==> src/rtl/wb_pkg.sv <==
// Shared types and constants for the register-file write arbiter and its pending queue.
package wb_pkg;

  localparam int WB_DEPTH  = 4;
  localparam int WB_DATA_W = 32;
  localparam int WB_ADDR_W = 5;
  localparam int PTR_W     = $clog2(WB_DEPTH);

  localparam logic [WB_ADDR_W-1:0] REG_ZERO = 5'd0;

  typedef struct packed {
    logic                 valid;
    logic [WB_ADDR_W-1:0] rdc;
    logic [WB_DATA_W-1:0] data;
  } wb_entry_t;

endpackage

==> src/rtl/wb_pending_queue.sv <==
// Circular buffer of MDU results with per-entry valid, squash-by-address, head discard
// and youngest-match lookup (lookup present only when WB_FWD_EN is defined).
module wb_pending_queue
  import wb_pkg::*;
#(
  parameter int DEPTH = WB_DEPTH
) (
  input  logic                 clk_i,
  input  logic                 rst_i,
  input  logic                 push_i,
  input  logic [WB_ADDR_W-1:0] push_rdc_i,
  input  logic [WB_DATA_W-1:0] push_data_i,
  input  logic                 squash_i,
  input  logic [WB_ADDR_W-1:0] squash_rdc_i,
  input  logic                 pop_i,
  output logic                 head_valid_o,
  output logic [WB_ADDR_W-1:0] head_rdc_o,
  output logic [WB_DATA_W-1:0] head_data_o,
  output logic                 busy_o,
  output logic                 full_o,
  input  logic [WB_ADDR_W-1:0] lk_a_i,
  input  logic [WB_ADDR_W-1:0] lk_b_i,
  output logic                 lk_a_hit_o,
  output logic [WB_DATA_W-1:0] lk_a_o,
  output logic                 lk_b_hit_o,
  output logic [WB_DATA_W-1:0] lk_b_o
);

  localparam int PW = $clog2(DEPTH);

  wb_entry_t         ents_q [DEPTH];
  logic [PW-1:0]     head_q, tail_q;
  logic [PW:0]       count_q, count_d;
  logic              head_adv;

  assign busy_o       = (count_q != '0);
  assign full_o       = (count_q == (PW+1)'(DEPTH));
  assign head_valid_o = busy_o && ents_q[head_q].valid;
  assign head_rdc_o   = ents_q[head_q].rdc;
  assign head_data_o  = ents_q[head_q].data;

  // A squashed (invalid) occupied head is dropped even when the port is busy.
  assign head_adv = busy_o && (!ents_q[head_q].valid || pop_i);

  always_comb begin
    count_d = count_q;
    if (push_i && !head_adv)      count_d = count_q + 1'b1;
    else if (!push_i && head_adv) count_d = count_q - 1'b1;
  end

  always_ff @(posedge clk_i) begin
    if (rst_i) begin
      head_q  <= '0;
      tail_q  <= '0;
      count_q <= '0;
      for (int i = 0; i < DEPTH; i++) ents_q[i] <= '0;
    end else begin
      for (int i = 0; i < DEPTH; i++)
        if (squash_i && ents_q[i].rdc == squash_rdc_i) ents_q[i].valid <= 1'b0;
      // Freed slots drop their valid so the lookup only ever sees occupied entries.
      if (head_adv) begin
        ents_q[head_q].valid <= 1'b0;
        head_q <= head_q + 1'b1;
      end
      if (push_i) begin
        ents_q[tail_q] <= '{valid: 1'b1, rdc: push_rdc_i, data: push_data_i};
        tail_q <= tail_q + 1'b1;
      end
      count_q <= count_d;
    end
  end

`ifdef WB_FWD_EN
  // Oldest-to-youngest scan; a later match overrides so the youngest wins.
  always_comb begin
    logic [PW-1:0] idx;
    idx        = '0;
    lk_a_hit_o = 1'b0;
    lk_a_o     = '0;
    lk_b_hit_o = 1'b0;
    lk_b_o     = '0;
    for (int k = 0; k < DEPTH; k++) begin
      idx = head_q + PW'(k);
      if (ents_q[idx].valid && lk_a_i != REG_ZERO && ents_q[idx].rdc == lk_a_i) begin
        lk_a_hit_o = 1'b1;
        lk_a_o     = ents_q[idx].data;
      end
      if (ents_q[idx].valid && lk_b_i != REG_ZERO && ents_q[idx].rdc == lk_b_i) begin
        lk_b_hit_o = 1'b1;
        lk_b_o     = ents_q[idx].data;
      end
    end
  end
`else
  logic unused_lk;
  assign unused_lk  = ^{lk_a_i, lk_b_i};
  assign lk_a_hit_o = 1'b0;
  assign lk_a_o     = '0;
  assign lk_b_hit_o = 1'b0;
  assign lk_b_o     = '0;
`endif

endmodule

==> src/rtl/wb_write_arbiter.sv <==
// Register-file write-port owner: pipeline writebacks win, MDU results queue behind them.
// Optional forwarding lookup into the queue is enabled by defining WB_FWD_EN.
module wb_write_arbiter
  import wb_pkg::*;
#(
  parameter int DEPTH  = WB_DEPTH,
  parameter int DATA_W = WB_DATA_W,
  parameter int ADDR_W = WB_ADDR_W
) (
  input  logic              clk_i,
  input  logic              rst_i,
  input  logic              pipe_we_i,
  input  logic [ADDR_W-1:0] pipe_rdc_i,
  input  logic [DATA_W-1:0] pipe_rd_i,
  input  logic              mdu_valid_i,
  input  logic [ADDR_W-1:0] mdu_rdc_i,
  input  logic [DATA_W-1:0] mdu_rd_i,
  output logic              mdu_ready_o,
  output logic              RF_w_o,
  output logic [ADDR_W-1:0] rdc_o,
  output logic [DATA_W-1:0] rd_o,
  output logic              q_busy_o,
  input  logic [ADDR_W-1:0] fwd_rsc_i,
  input  logic [ADDR_W-1:0] fwd_rtc_i,
  output logic              fwd_rs_hit_o,
  output logic [DATA_W-1:0] fwd_rs_o,
  output logic              fwd_rt_hit_o,
  output logic [DATA_W-1:0] fwd_rt_o
);

  logic              pipe_eff, mdu_acc, enq, full, head_valid;
  logic [ADDR_W-1:0] head_rdc;
  logic [DATA_W-1:0] head_data;
  logic              rf_w_q, rf_w_d;
  logic [ADDR_W-1:0] rdc_q, rdc_d;
  logic [DATA_W-1:0] rd_q, rd_d;

  assign pipe_eff    = pipe_we_i && (pipe_rdc_i != REG_ZERO);
  assign mdu_ready_o = !full;
  assign mdu_acc     = mdu_valid_i && mdu_ready_o;
  // A same-cycle pipe write to the same register supersedes the older MDU result.
  assign enq = mdu_acc && (mdu_rdc_i != REG_ZERO) &&
               !(pipe_eff && (mdu_rdc_i == pipe_rdc_i));

  wb_pending_queue #(.DEPTH(DEPTH)) u_q (
    .clk_i        (clk_i),
    .rst_i        (rst_i),
    .push_i       (enq),
    .push_rdc_i   (mdu_rdc_i),
    .push_data_i  (mdu_rd_i),
    .squash_i     (pipe_eff),
    .squash_rdc_i (pipe_rdc_i),
    .pop_i        (!pipe_eff && head_valid),
    .head_valid_o (head_valid),
    .head_rdc_o   (head_rdc),
    .head_data_o  (head_data),
    .busy_o       (q_busy_o),
    .full_o       (full),
    .lk_a_i       (fwd_rsc_i),
    .lk_b_i       (fwd_rtc_i),
    .lk_a_hit_o   (fwd_rs_hit_o),
    .lk_a_o       (fwd_rs_o),
    .lk_b_hit_o   (fwd_rt_hit_o),
    .lk_b_o       (fwd_rt_o)
  );

  always_comb begin
    rf_w_d = 1'b0;
    rdc_d  = rdc_q;
    rd_d   = rd_q;
    if (pipe_eff) begin
      rf_w_d = 1'b1;
      rdc_d  = pipe_rdc_i;
      rd_d   = pipe_rd_i;
    end else if (head_valid) begin
      rf_w_d = 1'b1;
      rdc_d  = head_rdc;
      rd_d   = head_data;
    end
  end

  always_ff @(posedge clk_i) begin
    if (rst_i) begin
      rf_w_q <= 1'b0;
      rdc_q  <= '0;
      rd_q   <= '0;
    end else begin
      rf_w_q <= rf_w_d;
      rdc_q  <= rdc_d;
      rd_q   <= rd_d;
    end
  end

  assign RF_w_o = rf_w_q;
  assign rdc_o  = rdc_q;
  assign rd_o   = rd_q;

endmodule

==> config.mk <==
export PLATFORM = sky130hd
export DESIGN_NAME = wb_write_arbiter
export DESIGN_NICKNAME = d
export VERILOG_FILES = /design/src/rtl/wb_pkg.sv /design/src/rtl/wb_pending_queue.sv /design/src/rtl/wb_write_arbiter.sv
export SDC_FILE = /design/constraint.sdc
export NUM_CORES = 1
export LEC_CHECK = 0
export ABC_AREA = 1
export BUFFER_PORTS_ARGS = -buffer_cell sky130_fd_sc_hd__clkbuf_2
export CAP_MARGIN = 10
export CORE_MARGIN = 3
export CORE_UTILIZATION = 56
export CTS_CLUSTER_DIAMETER = 150
export DETAILED_ROUTE_END_ITERATION = 6
export PLACE_DENSITY = 0.92
export REMOVE_ABC_BUFFERS = 1
export SKIP_CTS_REPAIR_TIMING = 1
export SYNTH_ARGS = -nofsm -noshare
export SYNTH_HDL_FRONTEND = slang
export SYNTH_SLANG_ARGS = --single-unit
==> constraint.sdc <==
create_clock -name clk_i -period 3.5 [get_ports clk_i]
set_input_delay 0.175 -clock clk_i [delete_from_list [all_inputs] [get_ports clk_i]]
set_output_delay 0.175 -clock clk_i [all_outputs]
set_load 0.005 [all_outputs]
After elaboration in Yosys (flattened, before gate mapping):

Memory sizes are Yosys's and may differ from the RTL's. A register that Yosys moved wholly into a read port is not among the register bits.
Cells that the tools add are included.
Widths: inputs -> output; s select.

* word-level logic and storage cells: 81
* memories kept: 1
* input bits: 88
* bits in writable memories: 152
* register bits after elaboration: 45
* output and inout port bits: 106

* muxes and demuxes: 34
* add/subtract/negate cells: 4
* equal/unequal tests: 6
* bitwise gates (word level): 4
* reduce and logical (&&, ||, !) cells: 26

Memories
* u_q.ents_q: words 4, bits a word 38, rd ports 5, clocked after Yosys merged registers in 1, write ports 6, RTL line wb_pending_queue.sv:31 `wb_entry_t ents_q [DEPTH];`

Operators by type and width (count)
* $mux 32: 2
* $mux 1: 26
* $eq 5x5->1: 5
* $logic_and 1x1->1: 14
* $mux 5: 2
* $reduce_bool 5->1: 2
* $logic_not 1->1: 6
* $mux 3: 2
* $add 2x1->2 const B: 2
* $mux 2: 2
* $or 1x1->1: 4
* $reduce_bool 2->1: 2
* $add 3x1->3 const B: 1
* $eq 3x3->1 const B: 1
* $reduce_bool 3->1: 1
* $sub 3x1->3 const B: 1
* $logic_or 1x1->1: 1

Logic depth before layout (Yosys ltp):

* depth after elaboration: 9
* mapped depth: 16
* depth with buffers taken out: 15

Hierarchy:

A second synthesis with hierarchy kept.

* cell total of the unflattened synthesis: 1171
* area, all modules: 10238.6 sq um

By module, submodules not included
* wb_pending_queue: cells each 796, instances 1, sequential area each 4704.5 sq um, area each 7788.7 sq um
* wb_write_arbiter: cells each 375, instances 1, sequential area each 760.7 sq um, area each 2449.8 sq um

Worst setup path after synthesis:

OpenSTA, ideal clock, no wires.

* path kind: flip-flop to flip-flop
* start: register u_q.count_q[0]
* end: memory u_q.ents_q[0][0] (netlist bit), enable pin
* path slack: 995 ps
* path buffers: 2
* arrival: 2110 ps
* cell stages (with the launch flop): 9
* clock period less this slack: 2505 ps
* setup time: 395 ps
* cells stage by stage: dfxtp_1 -> inv_2 -> nand3_1 -> nand2_1 -> a31oi_4 -> nand4_2 -> buf_4 -> buf_6 -> nand2_1

RTL lines
* from (decl): RTL line wb_pending_queue.sv:33 `logic [PW:0] count_q, count_d;`
* from (signal assigned): RTL line wb_pending_queue.sv:69 `count_q <= count_d;`
* to (decl): RTL line wb_pending_queue.sv:31

==> metrics <==
Reg2Reg Setup Slack about 1100 ps; Post-Synthesis Cells approximately 1,100; Post-synth ARST share 0%; final slew viol count 0; Final ANT Viol Nets 0; drt drc 0; MaxCap Viol Count 0; LEAKAGE ~4.8 nW; Hold EP rd_o[10]; clock-pin slew on the worst setup and hold paths roughly 70 ps; CP Launch Type flop; synth unique cells 32; reg2reg path depth 15; RSZ-0062 raised after global routing no; Slew @ Worst Pin roughly 1100 ps; Final nets approximately 1,300; Max clock buf depth 2; CP endpoint kind flop; PD cells about 650 nW/um2; CP Data Required Time 3870 ps; Hold Crit Depth 5; Yosys reg bits 199; clock sink total 199; final wirelength 22,500 um; Peak VDD IR 0.000493 V; crit-path cells inv_2 > nand2_1 > nand2_1 > nand2_1 > o21ai_1 > nand2_1 > nand2_1 > ha_1 > inv_1 > fa_1 > nor2_1 > nor2_1 > nand2_1 > o21ai_0 > a21oi_1; Avg Cell Area, Syn 8.83 um2; final worst-path cycle share between 60 and 70%; Ys Warns 0; Core ar. 16,800 um2; Hold Crit Class input port to flop; Area contributors post-synth edfxtp_1 (46%), nor2_1 (13%), dfxtp_1 (10%), o21ai_0 (6.8%), nand2_1 (5.8%); Seq/Total Area, Yosys 56.1%; Iter 0 DRT Violations 774; setup TNS 0 ps; 1st-pass router iterations 7; buffers plus inverters on the worst setup path 2; largest net degree at the start of global routing 75; min Tclk post-route between 2000 and 2500 ps; Crit Path Max Fanout 19; WS Path Type flop to flop; total CTS buffers 17; post-route cell area 10,800 um2; post-synthesis cell area 9740 um2; Root Buffer clkbuf_16; Post-synth EDFFs 148; ratio of cells with drive above 1 in the final layout 15.0%; Worst Min Path Start pipe_rd_i[10]; CP max stage delay ~450 ps; crit-path leading delay family simple AND/OR/NAND/NOR gates; # IOs 194; fmax 416 MHz; Die Area approximately 19,000 um2; cell mode on critical path nand2_1; GR Overflow Total 0; most frequent cells after synthesis nor2_1 (345), nand2_1 (150), edfxtp_1 (148); Tot GR Track Use between 20% and 30%; Port-buffer cells roughly 120; initial antenna violation count 0; Max H-tree Level 4; final setup fails 0; post-DP HPWL ~13,000 um; Critical Path Slowest Stage Cell fa_1; routed vias 7,525; Synth top area share 45.6%; vias in the first global route approximately 7,200; die height 138 um; outcome finished, final reports clean; top-count cell post-synth nor2_1; Rel. slew slack 29.1%; FF-to-FF End u_q.count_q[2]; Die Span X 138 um; routed vias/inst 5.30; Critical Path AT 2770 ps; post-synth top area cell edfxtp_1; Rows 47; clock latency at the later pin of the worst-skew pair 430 ps; Main synth FF type edfxtp_1; first-pass GRT wire length 34,900 um; CTS tree yes; DR WL/cell 15.8 um; area delta synth->final 10.4%; Placement Cell Area 10,100 um2; diode count 0; Starting Density 57.9%; skew final 8.80 ps; GP Congestion 0.845; count of final hold-check violations 0
[area by class of cell]
class                      count  area, um2
timing repair buffer         132        721
clock inverter                12        168
tap                          220        275
fill                        1356       6070
multi-input combinational    785       3490
sequential                   199       5470
clock buffer                  20        437
inverter                      53        199
[worst register-to-register path: stages (launching register included)]
cell and delay [ps]:
dfxtp_2 340, inv_2 230, nand2_1 90, nand2_1 70, nand2_1 40, o21ai_1 100
nand2_1 160, nand2_1 180, ha_1 160, inv_1 70, fa_1 450, nor2_1 120
nor2_1 50, nand2_1 70, o21ai_0 80, a21oi_1 140
[cells by family after synthesis]
family | Yosys count | synth area share [%]
adder cells (fa/ha/maj) | 10 | 1.36
flip-flops | 199 | 56.1
AND/OR/NAND/NOR | 523 | 21.1
AO/OA/AOI/OAI | 162 | 8.53
buffers and inverters | 184 | 10.7
XOR/XNOR | 24 | 2.16
other | 1 | 0.0385
[registers in the layout (all words and copies together) (netlist names), named ones only]
signal       count
u_q.tail_q       2
u_q.count_q      3
u_q.head_q       2
rd_o            32
RF_w_o           1
rdc_o            5
u_q.ents_q     152
[power by group]
group / internal, mW / total [mW] / leakage [nW] / switching, mW
combinational: 0.657 / 2.01 / 2.58 / 1.36
clock: 1.14 / 2.01 / 0.284 / 0.875
sequential: 2.85 / 2.98 / 1.96 / 0.137
[layer usage]
metal,vias up,track usage [%],share of wire [%]
met4,0,10.2,2.1
met5,-,0,0
met3,42,4.93,9.2
met1,3461,29.8,39
li1,3609,-,-
met2,413,40.3,50
[cell usage in the layout, fill, tap and decap left out]
master / synthesis / final
o21ai_0: 132 / 132
xor2_1: 4 / 4
conb_1: 1 / 66
inv_8: 0 / 1
nor3_1: 2 / 2
nand3_1: 11 / 11
xnor2_1: 20 / 20
clkbuf_16: 0 / 17
fa_1: 1 / 1
edfxtp_1: 148 / 148
clkinv_1: 1 / 1
a31oi_4: 1 / 1
and2_1: 1 / 1
clkbuf_1: 26 / 3
o21bai_1: 1 / 1
inv_2: 5 / 6
dfxtp_1: 51 / 50
nand2_1: 150 / 146
nand2_2: 1 / 5
nand3b_1: 2 / 2
a21oi_1: 11 / 11
nand4_2: 4 / 4
bufinv_16: 0 / 3
o21ai_1: 16 / 16
dfxtp_2: 0 / 1
buf_4: 71 / 13
dlygate4sd3_1: 0 / 1
clkbuf_2: 0 / 117
clkinvlp_4: 0 / 3
nand4_1: 4 / 4
inv_1: 47 / 46
nor2_1: 345 / 345
nand3_4: 1 / 1
ha_1: 9 / 9
o22ai_1: 1 / 1
nor2_2: 2 / 2
inv_6: 0 / 3
buf_16: 0 / 1
clkinv_4: 0 / 2
[through the flow]
step	utilization [%]	setup slack, ps	hold WS, ps	power (mW)	cells
final	63.9	1100	54.6	7.01	1421
after global routing	63.9	903	80.3	7.43	1421
after CTS	63.7	849	-19.6	7.00	1419
after detailed placement	60.1	862	434	4.98	1387
after global placement	60.1	959	422	4.90	1387
after floorplan	-	-371	244	4.31	1037
[worst max-delay path by stage]
stage          cells past startpoint          start  slack (ps)        endpoint
2_1_floorplan                     10           flop        -370         rd_o[0]
3_3_place_gp                      15  pipe_rdc_i[1]         960  u_q.count_q[2]
6_report                          15           flop        1100  u_q.count_q[2]
5_1_grt                           15           flop         900  u_q.count_q[2]
4_1_cts                           10           flop         850        rd_o[20]
3_5_place_dp                      15  pipe_rdc_i[1]         860  u_q.count_q[2]
Note: power is estimated with default switching activity, not from simulation.
